File: src/rtl/interrupt_sequencer.sv
// Sequences external interrupt entry: waits for a safe point, drains the pipeline,
// pushes PC/flags through the data-memory port, fetches the vector and redirects.
module interrupt_sequencer #(
  parameter int unsigned         PC_WIDTH     = 32,
  parameter int unsigned         DRAIN_CYCLES = 4,
  parameter logic [PC_WIDTH-1:0] VECTOR_ADDR  = '0
) (
  input  logic                clk,
  input  logic                reset,
  input  logic                int_in,
  input  logic                safe_point,
  input  logic [PC_WIDTH-1:0] pc_in,
  input  logic [2:0]          flags_in,
  input  logic [PC_WIDTH-1:0] sp_in,
  input  logic                rti_done,
  input  logic                mem_ready,
  input  logic [15:0]         mem_rdata,
  output logic                mem_req,
  output logic                mem_we,
  output logic [PC_WIDTH-1:0] mem_addr,
  output logic [15:0]         mem_wdata,
  output logic                sp_dec,
  output logic                freeze_fetch,
  output logic                flush,
  output logic                pc_load,
  output logic [PC_WIDTH-1:0] pc_target,
  output logic                ack,
  output logic                busy
);

  localparam int unsigned CNT_W = (DRAIN_CYCLES > 1) ? $clog2(DRAIN_CYCLES) : 1;

  typedef enum logic [3:0] {
    IDLE,
    WAIT_SAFE,
    DRAIN,
    PUSH_PCH,
    PUSH_PCL,
    PUSH_FLG,
    RD_VH,
    RD_VL,
    JUMP
  } state_t;

  state_t              state_q, state_d;
  logic                int_d_q;
  logic                pending_q, pending_d;
  logic                in_service_q, in_service_d;
  logic [CNT_W-1:0]    cnt_q, cnt_d;
  logic [PC_WIDTH-1:0] pc_cap_q, pc_cap_d;
  logic [2:0]          flg_cap_q, flg_cap_d;
  logic [PC_WIDTH-1:0] a_cap_q, a_cap_d;
  logic [15:0]         vh_q, vh_d;
  logic [PC_WIDTH-1:0] pc_target_q, pc_target_d;

  logic                evt;
  logic [31:0]         pcWide;

  assign evt    = int_in & ~int_d_q;
  assign pcWide = 32'(pc_cap_q);

  always_ff @(posedge clk or negedge reset) begin
    if (!reset) begin
      state_q      <= IDLE;
      int_d_q      <= 1'b0;
      pending_q    <= 1'b0;
      in_service_q <= 1'b0;
      cnt_q        <= '0;
      pc_cap_q     <= '0;
      flg_cap_q    <= '0;
      a_cap_q      <= '0;
      vh_q         <= '0;
      pc_target_q  <= '0;
    end else begin
      state_q      <= state_d;
      int_d_q      <= int_in;
      pending_q    <= pending_d;
      in_service_q <= in_service_d;
      cnt_q        <= cnt_d;
      pc_cap_q     <= pc_cap_d;
      flg_cap_q    <= flg_cap_d;
      a_cap_q      <= a_cap_d;
      vh_q         <= vh_d;
      pc_target_q  <= pc_target_d;
    end
  end

  // Every memory state holds its request until mem_ready, then advances.
  always_comb begin
    state_d      = state_q;
    pending_d    = pending_q | evt;
    in_service_d = in_service_q & ~rti_done;
    cnt_d        = cnt_q;
    pc_cap_d     = pc_cap_q;
    flg_cap_d    = flg_cap_q;
    a_cap_d      = a_cap_q;
    vh_d         = vh_q;
    pc_target_d  = pc_target_q;
    mem_req      = 1'b0;
    mem_we       = 1'b0;
    mem_addr     = '0;
    mem_wdata    = '0;
    sp_dec       = 1'b0;
    freeze_fetch = 1'b0;
    flush        = 1'b0;
    pc_load      = 1'b0;
    ack          = 1'b0;

    case (state_q)
      IDLE: begin
        if ((pending_q || evt) && !in_service_q) begin
          state_d   = WAIT_SAFE;
          pending_d = 1'b0;
        end
      end
      WAIT_SAFE: begin
        freeze_fetch = 1'b1;
        if (safe_point) begin
          state_d = DRAIN;
          cnt_d   = CNT_W'(DRAIN_CYCLES - 1);
        end
      end
      DRAIN: begin
        freeze_fetch = 1'b1;
        if (cnt_q == '0) begin
          pc_cap_d  = pc_in;
          flg_cap_d = flags_in;
          a_cap_d   = sp_in;
          state_d   = PUSH_PCH;
        end else begin
          cnt_d = cnt_q - CNT_W'(1);
        end
      end
      PUSH_PCH: begin
        freeze_fetch = 1'b1;
        mem_req      = 1'b1;
        mem_we       = 1'b1;
        mem_addr     = a_cap_q;
        mem_wdata    = pcWide[31:16];
        if (mem_ready) begin
          sp_dec  = 1'b1;
          state_d = PUSH_PCL;
        end
      end
      PUSH_PCL: begin
        freeze_fetch = 1'b1;
        mem_req      = 1'b1;
        mem_we       = 1'b1;
        mem_addr     = a_cap_q - PC_WIDTH'(1);
        mem_wdata    = pcWide[15:0];
        if (mem_ready) begin
          sp_dec  = 1'b1;
          state_d = PUSH_FLG;
        end
      end
      PUSH_FLG: begin
        freeze_fetch = 1'b1;
        mem_req      = 1'b1;
        mem_we       = 1'b1;
        mem_addr     = a_cap_q - PC_WIDTH'(2);
        mem_wdata    = {13'b0, flg_cap_q};
        if (mem_ready) begin
          sp_dec  = 1'b1;
          state_d = RD_VH;
        end
      end
      RD_VH: begin
        freeze_fetch = 1'b1;
        mem_req      = 1'b1;
        mem_addr     = VECTOR_ADDR;
        if (mem_ready) begin
          vh_d    = mem_rdata;
          state_d = RD_VL;
        end
      end
      RD_VL: begin
        freeze_fetch = 1'b1;
        mem_req      = 1'b1;
        mem_addr     = VECTOR_ADDR + PC_WIDTH'(1);
        if (mem_ready) begin
          pc_target_d = PC_WIDTH'({vh_q, mem_rdata});
          state_d     = JUMP;
        end
      end
      JUMP: begin
        pc_load      = 1'b1;
        flush        = 1'b1;
        ack          = 1'b1;
        in_service_d = 1'b1;
        state_d      = IDLE;
      end
      default: state_d = IDLE;
    endcase
  end

  assign pc_target = pc_target_q;
  assign busy      = (state_q != IDLE);

endmodule

File: config.mk
export PLATFORM = sky130hd
export DESIGN_NAME = interrupt_sequencer
export DESIGN_NICKNAME = d
export VERILOG_FILES = /design/src/rtl/interrupt_sequencer.sv
export SDC_FILE = /design/constraint.sdc
export NUM_CORES = 1
export LEC_CHECK = 0
export CAP_MARGIN = 20
export CORE_AREA = 4 4 135 150
export CTS_CLUSTER_DIAMETER = 120
export DETAILED_ROUTE_END_ITERATION = 12
export DIE_AREA = 0 0 139 154
export DONT_BUFFER_PORTS = 1
export PLACE_DENSITY = 0.52
export SYNTH_ARGS = -nofsm -noshare
export SYNTH_HDL_FRONTEND = slang
export SYNTH_SLANG_ARGS = --single-unit
export TNS_END_PERCENT = 30
File: constraint.sdc
create_clock -name clk -period 3 [get_ports clk]
set_clock_uncertainty 0.15 [all_clocks]
set_input_delay 0.6 -clock clk [delete_from_list [all_inputs] [get_ports clk]]
set_output_delay 0.6 -clock clk [all_outputs]
set_load 0.05 [all_outputs]
==> results of run 1 <==
-- routing by layer --
layer | wire (µm) | part of all wire, %
met5 | 80 | 0.39
met3 | 1510 | 7.4
met2 | 10300 | 50
met1 | 8050 | 39
met4 | 575 | 2.8
-- registers in the layout, indices dropped and copies added (netlist names) --
| register | count |
|---|---|
| a_cap_q | 32 |
| pcWide | 32 |
| pc_target | 32 |
| vh_q | 16 |
| state_q | 4 |
| flg_cap_q | 3 |
| cnt_q | 2 |
| in_service_q | 1 |
| int_d_q | 1 |
| pending_q | 1 |
-- worst reg2reg max path, stage by stage, from the launching register on --
cell	delay [ns]
dfrtp_1	0.37
buf_4	0.16
buf_4	0.18
nor2_1	0.23
nand3_1	0.52
o22ai_1	0.31
mux2_2	0.36
-- synthesized netlist by cell type, drive strengths merged, types with 3 or more instances --
cell type,instances,area share (%)
mux2,118,21
inv,14,0.81
or2,4,0.39
o211ai,3,0.35
a21oi,26,2.0
nor3,18,1.5
nor2,39,2.3
or4,7,0.99
nand2b,4,0.39
a222oi,3,0.46
o221ai,3,0.41
a21o,4,0.46
o21ai,26,2.0
o31ai,5,0.58
dfrtp,124,48
a41oi,3,0.41
a22o,14,1.9
o311ai,3,0.41
o41ai,3,0.41
a31oi,14,1.4
or3,8,0.77
o22ai,4,0.39
nor4b,3,0.41
nor2b,3,0.29
or3b,3,0.41
clkbuf,23,1.4
nor4,11,1.8
nand3,17,1.4
nand4,4,0.39
buf,19,1.7
nand2,22,1.3
a221oi,3,0.41
ha,3,0.58
-- cells in the final DEF, fill, tap and decap left out, drive strengths merged, types with 4 or more instances in the layout --
master	count
a21o	4
a21oi	26
a22o	14
a31oi	14
buf	147
clkbuf	18
clkinv	6
dfrtp	124
inv	19
mux2	118
nand2	22
nand2b	4
nand3	17
nand4	4
nor2	39
nor3	18
nor4	11
o21ai	26
o22ai	4
o31ai	5
or2	4
or3	8
or4	7
-- logic make-up (layout without fill, tap and decap cells) --
| group | count (synthesis) | after routing | synth area share, % |
|---|---|---|---|
| buffers and inverters | 57 | 195 | 3.92 |
| AND/OR/NAND/NOR | 150 | 150 | 13.4 |
| flip-flops | 124 | 124 | 47.9 |
| multiplexers | 119 | 119 | 20.7 |
| adder cells (fa/ha/maj) | 4 | 4 | 0.734 |
| XOR/XNOR | 4 | 4 | 0.541 |
| AO/OA/AOI/OAI | 122 | 122 | 12.8 |
-- through the flow --
stage | total power, µW | instance area (µm²) | std cells
floorplan | 7710 | 6600 | 580
global placement | 10200 | 8030 | 918
detailed placement | 10400 | 8030 | 918
CTS | 12800 | 8880 | 958
global route | 13600 | 9100 | 965
finish | 12900 | 9100 | 965
-- where the power goes --
group | switching [µW] | leakage (µW) | internal, µW
clock network | 808 | 0.000297 | 1320
registers | 1370 | 0.00148 | 2490
logic | 3930 | 0.00203 | 3000
total | 6110 | 0.00380 | 6810
-- repair_timing --
action | 4_1_cts | 5_1_grt
pin swaps | 21 | 13
setup endpoints to repair | 34 | 37
endpoints found under the hold margin | 124 | 124
buffers inserted | 9 | 7
gates resized for setup | 55 | 37
-- cell type report --
cell class                      count  area (µm²)
Fill cell                        1771        9730
Multi-Input combinational cell    399        3550
Sequential cell                   124        3110
Timing Repair Buffer              148        1460
Clock buffer                       17         425
Tap cell                          247         309
Clock inverter                     15         188
Inverter                           15        58.8
-- worst min path at each step --
stage,slack [ns],startpoint,cells past startpoint,endpoint
4_1_cts,-0.29,reset,0,a_cap_q[21]
2_1_floorplan,0.15,reset,0,a_cap_q[0]
3_5_place_dp,0.16,reset,0,a_cap_q[21]
5_1_grt,-0.29,reset,0,a_cap_q[22]
3_3_place_gp,0.16,reset,0,a_cap_q[21]
6_report,-0.27,reset,0,a_cap_q[21]
==> summary.txt, run 1 <==
Place
  • Place WS: -0.0933 ns
  • Detailed Place HPWL: around 15000 µm
  • RD Place Congestion: between 0.9 and 1
  • Port Buffers: 0

Routing
  • Vias per Instance: 5.49
  • TritonRoute pass-1 iters: 5
  • Routed len/inst: roughly 21 µm
  • Drt drc: 0
  • Routed Antenna Nets: 0
  • Total number of vias: 5300
  • Initial DRC count: between 200 and 300
  • Post-Route WL: between 20000 and 25000 µm

Timing
  • Final Max Slew Viols: 0
  • Endpoints failing hold: 124
  • Final worst-path setup slack: -0.320 ns
  • Hold Worst Slack: -0.272 ns
  • Fmax: 301 MHz
  • RSZ-0062 raised after global routing: yes
  • Post-Route Setup TNS: -5.37 ns
  • Actual slew at the worst max-slew pin: around 0.62 ns
  • Setup violators final: 30
  • Fin crit period: between 3 and 4 ns
  • Period Utilization, post-route: 111%
  • Rel. slew slack: between 50% and 60%

Global route
  • Gr ovfl total: 0
  • Gr busiest metal: met2
  • First-pass GRT wire length: between 30000 and 40000 µm
  • Gr usage total: 19.1%
  • Vias in the first global route: between 5000 and 6000
  • Initial antenna violation count: 6
  • Met2 Use GR: 32.4%
  • Met3 usage: around 6.6%
  • Largest net degree at the start of global routing: approximately 130
  • Met1 GRT Util: between 20 and 25%

Logic synthesis
  • Syn Area/Cell: about 11 µm²
  • Post-Synthesis Cell Area: around 6500 µm²
  • Yosys warns: 0
  • Synth Flop Type: dfrtp_1
  • Syn nets: around 670
  • Count of different cell masters after synthesis: between 60 and 70
  • Register area share after synthesis: 47.9%
  • #FFs+latches synth: about 120
  • Post-synth EDFFs: 0
  • Post-synth ARST share: between 90% and 100%
  • Post-Synthesis Cells: between 500 and 600

Worst setup path
  • Worst Path Buf+Inv: 1
  • Crit path max-delay family: simple AND/OR/NAND/NOR gates
  • Cells on worst reg2reg path: 6
  • Crit path from: a_cap_q[6]
  • Worst Path Arrival: 2.57 ns
  • Launch point of the worst reg-to-reg path: state_q[3]
  • CP Class: flip-flop to output pin
  • R2R Path End: state_q[0]
  • Critical Path End Type: output pin
  • Worst-path cell chain: or4_4, nor3_4, nand3_2, or4b_4, nand3_2, buf_12
  • CP required: approximately 2.3 ns
  • Crit-path max cell delay: approximately 0.6 ns
  • CP Launch Type: flip-flop
  • CP dominant cell by count: nand3_2
  • Crit-path slowest cell: or4_4
  • Worst setup path endpoint: mem_addr[28]
  • CP Depth: 6
  • R2R Setup Slk: 0.59 ns
  • Worst Path Max Fanout: 5

Min path
  • Min-Delay Path Class: input pin to asynchronous set/reset pin

Clocking
  • CTS clk-pin slew, worst paths: ~0.060 ns
  • Max Root-Sink Buffers: 2
  • Worst-skew pair later-pin latency: roughly 0.42 ns
  • H-tree depth: 4
  • TritonCTS buffer count: 17
  • CTS root buf: clkbuf_16
  • Clock Sinks: around 120
  • CTS tree: done

Cells and area
  • Layout cells sized above 1: a little over half
  • Area grow syn2layout: 40.5%
  • # nets final: 797
  • Fin util: between 40% and 50%
  • # diodes: 0

Floorplanning
  • Die H: between 150 and 200 µm
  • Area of the die: about 21000 µm²
  • Die Width: 139 µm
  • Io pins: 177
  • Initial Utilization: approximately a third
  • FP Rows: 53
  • Placeable Area: 18800 µm²

Run status
  • Status: complete, but fails checks
  • Violated checks: negative hold slack, negative setup slack

Power
  • Leak Pwr: approximately 0.0038 µW
  • Worst vdd ir: ~0.61 mV
  • Pwr dens: 1420 nW/µm²

Run
  • Max Cap Viol: 0
Power figures use the tool's default switching activity.
==> run 2, diff against run 1 <==
--- a/config.mk
+++ b/config.mk
@@ -6,12 +6,12 @@
 export NUM_CORES = 1
 export LEC_CHECK = 0
 export CAP_MARGIN = 20
-export CORE_AREA = 4 4 135 150
+export CORE_AREA = 4 4 127 141
 export CTS_CLUSTER_DIAMETER = 120
 export DETAILED_ROUTE_END_ITERATION = 12
-export DIE_AREA = 0 0 139 154
+export DIE_AREA = 0 0 131 145
 export DONT_BUFFER_PORTS = 1
-export PLACE_DENSITY = 0.52
+export PLACE_DENSITY = 0.58
 export SYNTH_ARGS = -nofsm -noshare
 export SYNTH_HDL_FRONTEND = slang
 export SYNTH_SLANG_ARGS = --single-unit
==> run 2 against run 1 <==
The flow still finishes with violations (negative hold slack, negative setup slack); clock power down 5%; clock-buffer cell count unchanged; fmax down 0.77%; global-route usage up 2.4 points; critical path depth up 3; critical endpoint is now mem_addr[10]; total power about the same; sequential power about the same.
==> summary.txt, run 2 (synthesis results as in run 1) <==
Power
  • Sw frac: 48.4%
  • Int Pwr: 6660 µW
  • Design Power: 12900 µW
  • Combinational share of power: a little over half
  • Leak Pwr: ~0.0038 µW
  • Clock network power share: around 16%
  • Worst vdd ir: about 0.66 mV
  • Pwr dens: ~1400 nW/µm²
  • Sequential Power Share: 30.0%
  • NetSw: around 6300 µW

Run status
  • Status: complete, but fails checks
  • Violated checks: negative hold slack, negative setup slack

Floorplanning
  • Area of the die: 19000 µm²
  • Initial Utilization: between 30% and 40%
  • Placeable Area: ~16000 µm²
  • Die H: roughly 150 µm
  • FP Rows: 49
  • Die Width: around 130 µm
  • Io pins: between 150 and 200

Clocking
  • Worst-skew pair later-pin latency: around 0.42 ns
  • H-tree depth: 4
  • TritonCTS buffer count: 17
  • CTS clk-pin slew, worst paths: approximately 0.07 ns
  • Clock Sinks: around 120
  • CTS tree: done
  • CTS root buf: clkbuf_16
  • Max Root-Sink Buffers: 2

Worst setup path
  • Worst Path Max Fanout: 4
  • Critical Path End Type: output pin
  • CP Launch Type: flip-flop
  • CP required: ~2.3 ns
  • CP Class: flip-flop to output pin
  • Worst Path Arrival: 2.60 ns

Global route
  • Initial antenna violation count: 4
  • First-pass GRT wire length: about 32000 µm
  • Largest net degree at the start of global routing: approximately 130
  • Gr ovfl total: 0
  • Vias in the first global route: between 5000 and 6000
  • Gr usage total: a little over a fifth

Place
  • Port Buffers: 0
  • Post-Place Cells: ~870
  • Placement Cell Area: approximately 8000 µm²
  • RD Place Congestion: between 0.9 and 1
  • Detailed Place HPWL: 14900 µm

Routing
  • Total number of vias: approximately 5400
  • Vias per Instance: between 5 and 6
  • Drt drc: 0
  • Initial DRC count: 320
  • Routed len/inst: between 20 and 25 µm
  • TritonRoute pass-1 iters: 5
  • Routed Antenna Nets: 0
  • Post-Route WL: just over 20000 µm

Timing
  • Fin crit period: 3.35 ns
  • Final Max Slew Viols: 0
  • Period Utilization, post-route: 112%
  • Actual slew at the worst max-slew pin: just over 0.6 ns
  • Post-Route Setup TNS: -4.54 ns
  • RSZ-0062 raised after global routing: yes
  • Endpoints failing hold: ~120
  • Rel. slew slack: between 50% and 60%
  • Setup violators final: 24
  • Fmax: ~300 MHz
  • Final worst-path setup slack: -0.346 ns
  • Hold Worst Slack: -0.278 ns

Cells and area
  • Area grow syn2layout: 39.9%
  • Multi-input gate area: 3560 µm²
  • # nets final: 788
  • Most common cell after layout, fill and taps aside: dfrtp_1
  • Filler instances: 1370
  • Non-Filler Instances: ~910
  • Post-route cell area: between 9000 and 10000 µm²
  • Most frequent cells in the layout: dfrtp_1 (122), mux2_2 (118), buf_4 (95)
  • Layout cells sized above 1: around 53%
  • FF+latch area: 3110 µm²

Run
  • Max Cap Viol: 0

Min path
  • Min-Delay Path Class: input pin to asynchronous set/reset pin
[run 2: changes by cell type in the layout (fill, tap and decap cells not counted), sizes merged]
cell,previous run,this run
diode,0,1
clkinv,6,7
clkbuf,18,17
inv,19,21
bufinv,3,0
buf,147,139
[run 2: layer usage]
| metal | track usage (%) | share of wire (%) | up-vias |
|---|---|---|---|
| met5 | 0 | 0.20 | - |
| met4 | 8.38 | 2.6 | 6 |
| met3 | 7.24 | 8.2 | 43 |
| met2 | 35.5 | 51 | 246 |
| met1 | 25.7 | 38 | 2697 |
| li1 | - | - | 2416 |
[run 2: power groups by stage]
stage	Combinational (µW)	Clock (µW)	Sequential (µW)
3_5_place_dp	6570	0	3880
3_3_place_gp	6470	0	3820
4_1_cts	6820	2080	3870
5_1_grt	7400	2160	3980
6_report	7010	2030	3870
2_1_floorplan	3990	0	3710
[run 2: final cells by class]
type,instances,area share [%]
clock buffer,17,4.69
antenna,1,0.0276
clock inverter,15,1.89
inverter,15,0.649
timing repair buffer,139,16.3
tap,204,2.82
multi-input combinational,399,39.3
sequential,124,34.3
[run 2: worst max-delay path, cell delays in order (launching register included)]
cell and delay, ns:
dfrtp_1 0.41, buf_4 0.15, or4_4 0.48, or3_4 0.41
o22ai_4 0.18, buf_4 0.13, buf_4 0.10, nor2_2 0.04
a21oi_4 0.13, buf_12 0.15
[run 2: worst paths after layout]
check                            from      endpoint  slack, ns  cells past startpoint
setup / recovery           a_cap_q[5]  mem_addr[10]      -0.35                      9
hold / removal                  reset  pc_target[2]      -0.28                      0
setup reg to reg           state_q[1]     pcWide[6]       0.68                      7
hold reg to reg               vh_q[0]       vh_q[0]       0.35                      1
max in group asynchronous       reset     pcWide[9]       2.84                      0
min in group clk               int_in       int_d_q       0.06                      0
[run 2: stage by stage]
step                      worst slack [ns]  util (%)  hold slack [ns]
final                               -0.346      55.4           -0.278
after global routing                -0.387      55.4           -0.298
after CTS                           -0.330      54.2           -0.294
after detailed placement          -0.00775      49.1            0.159
after global placement             0.00464      49.1            0.159
after floorplan                     -0.401         -            0.154
[run 2: timing repair]
item,in CTS,in global routing
buffers inserted,5,5
setup endpoints to repair,40,31
pin swaps,11,12
gates resized for setup,52,37
endpoints found under the hold margin,124,124
==> run 3, diff against run 2 <==
--- a/config.mk
+++ b/config.mk
@@ -11,6 +11,8 @@
 export DETAILED_ROUTE_END_ITERATION = 12
 export DIE_AREA = 0 0 131 145
 export DONT_BUFFER_PORTS = 1
+export HOLD_SLACK_MARGIN = 0.06
+export MAX_ROUTING_LAYER = met4
 export PLACE_DENSITY = 0.58
 export SYNTH_ARGS = -nofsm -noshare
 export SYNTH_HDL_FRONTEND = slang
==> run 3 against run 2 <==
Routed wire length increased by 0.94%; sequential cell count did not move; combinational power barely moved; the run still ends with negative hold slack, negative setup slack left; cell area up 0.11%; utilization up 0.061 points; critical endpoint is now mem_addr[28]; critical path type unchanged; clock-buffer cell count up 1; total power is 0.44% higher.
==> summary.txt, run 3 (synthesis results as in run 1) <==
Floorplanning
  • Io pins: between 150 and 200
  • Placeable Area: around 16000 µm²
  • Die H: between 100 and 150 µm
  • Initial Utilization: between 30% and 40%
  • FP Rows: between 40 and 50
  • Area of the die: ~19000 µm²
  • Die Width: around 130 µm

Routing
  • Routed len/inst: ~22 µm
  • Drt drc: 0
  • Total number of vias: ~5400
  • TritonRoute pass-1 iters: 5
  • Post-Route WL: a little over 20000 µm
  • Vias per Instance: 5.82
  • Routed Antenna Nets: 0
  • Initial DRC count: about 310

Run status
  • Status: complete, but fails checks
  • Violated checks: negative hold slack, negative setup slack

Worst setup path
  • Worst Path Max Fanout: 4
  • Crit-path max cell delay: ~0.62 ns
  • CP dominant cell by count: nand3_2
  • Crit-path slowest cell: or4_4
  • Worst Path Arrival: 2.57 ns
  • CP required: between 2 and 2.5 ns
  • Worst-path cell chain: or4_4, nor3_4, nand3_2, or4b_4, nand3_2, buf_12
  • Critical Path End Type: output pin
  • CP Class: flip-flop to output pin
  • CP Launch Type: flip-flop

Global route
  • Initial antenna violation count: 5
  • Gr ovfl total: 0
  • Vias in the first global route: 5709
  • Gr usage total: about 22%
  • First-pass GRT wire length: approximately 32000 µm
  • Largest net degree at the start of global routing: about 130

Clocking
  • Worst-skew pair later-pin latency: 0.41 ns
  • CTS tree: done
  • Clock Sinks: about 120
  • Max Root-Sink Buffers: 2
  • Post-CTS Hold Buffers: 1
  • H-tree depth: 4
  • CTS root buf: clkbuf_16
  • TritonCTS buffer count: 17
  • CTS clk-pin slew, worst paths: about 0.06 ns

Timing
  • Final Max Slew Viols: 0
  • Actual slew at the worst max-slew pin: around 0.63 ns
  • Final worst-path setup slack: -0.320 ns
  • Fin crit period: ~3.3 ns
  • RSZ-0062 raised after global routing: yes
  • Endpoints failing hold: about 120
  • Period Utilization, post-route: 111%
  • Hold Worst Slack: -0.259 ns
  • Setup violators final: 25
  • Rel. slew slack: 57.9%
  • Fmax: approximately 300 MHz

Place
  • Place WS: -0.0339 ns
  • Placement Cell Area: between 8000 and 9000 µm²
  • Port Buffers: 0
  • RD Place Congestion: between 0.9 and 1
  • Detailed Place HPWL: 14900 µm

Cells and area
  • Fin util: 55.4%
  • Area grow syn2layout: 40.0%
  • # nets final: just under 800
  • Most frequent cells in the layout: dfrtp_1 (121), mux2_2 (118), buf_4 (99)
  • Post-route cell area: 9070 µm²
  • Most common cell after layout, fill and taps aside: dfrtp_1
  • Layout cells sized above 1: a little over half

Power
  • Clock network power share: roughly 16%
  • Pwr dens: 1430 nW/µm²
  • Worst vdd ir: approximately 0.78 mV
  • Leak Pwr: 0.00380 µW
  • NetSw: 6140 µW
  • Sequential Power Share: slightly below 30%
  • Combinational share of power: a little over half
  • Sw frac: approximately 47%
  • Int Pwr: a little under 7000 µW

Min path
  • Min-Delay Path Class: input pin to asynchronous set/reset pin

Run
  • Max Cap Viol: 0
-- run 3: power groups by stage --
stage | Combinational, µW | Clock [µW] | Sequential [µW]
finish | 7040 | 2060 | 3870
global route | 7430 | 2210 | 3980
CTS | 6840 | 2120 | 3870
detailed placement | 6590 | 0 | 3880
global placement | 6480 | 0 | 3830
floorplan | 3990 | 0 | 3710
-- run 3: worst max-delay path: cells and delay by family (launching register included) --
family / cells / cell delay [ns]
buffers and inverters: 1 / 0.14
and+or+nand+nor: 5 / 1.62
DFF: 1 / 0.41
-- run 3: per-layer routing --
metal	vias up	global-route usage (%)	share of wire, %
li1	2420	-	-
met1	2702	26.7	39
met2	203	35.5	51
met3	37	6.25	7.3
met4	0	8.95	2.5
met5	-	-	0
-- run 3: final cells by class --
class	instances	area, µm²
fillers	1381	7300
multi-input cells	399	3530
flip-flops and latches	124	3110
repair buffers	143	1510
clock buffers	18	439
well taps	204	255
clock inverters	14	156
inverters	15	58.8
diodes	5	12.5
-- run 3: metrics by stage --
stage | hold slack, ns | setup TNS [ns] | power [µW] | std cells
after detailed placement | 0.159 | -0.0602 | 10500 | 874
after floorplan | 0.154 | -3.81 | 7710 | 580
after global placement | 0.159 | -0.0171 | 10300 | 874
after CTS | -0.293 | -5.41 | 12800 | 912
after global routing | -0.289 | -7.70 | 13600 | 922
final | -0.259 | -4.65 | 13000 | 922
-- run 3: final timing paths --
kind | cells after the start | to | slack [ns] | from
max in group asynchronous | 0 | a_cap_q[8] | 2.66 | reset
min reg2reg | 1 | pcWide[15] | 0.35 | pcWide[15]
max reg2reg | 7 | pcWide[12] | 0.62 | state_q[1]
min | 0 | a_cap_q[21] | -0.26 | reset
max | 6 | mem_addr[28] | -0.32 | a_cap_q[7]
min in group clk | 1 | a_cap_q[27] | 0.18 | sp_in[27]
-- run 3: timing repair --
action	4_1_cts	5_1_grt
resized for setup	52	36
pin swaps	10	13
setup endpoints to repair	35	31
hold endpoints to repair	125	124
buffers inserted	5	5
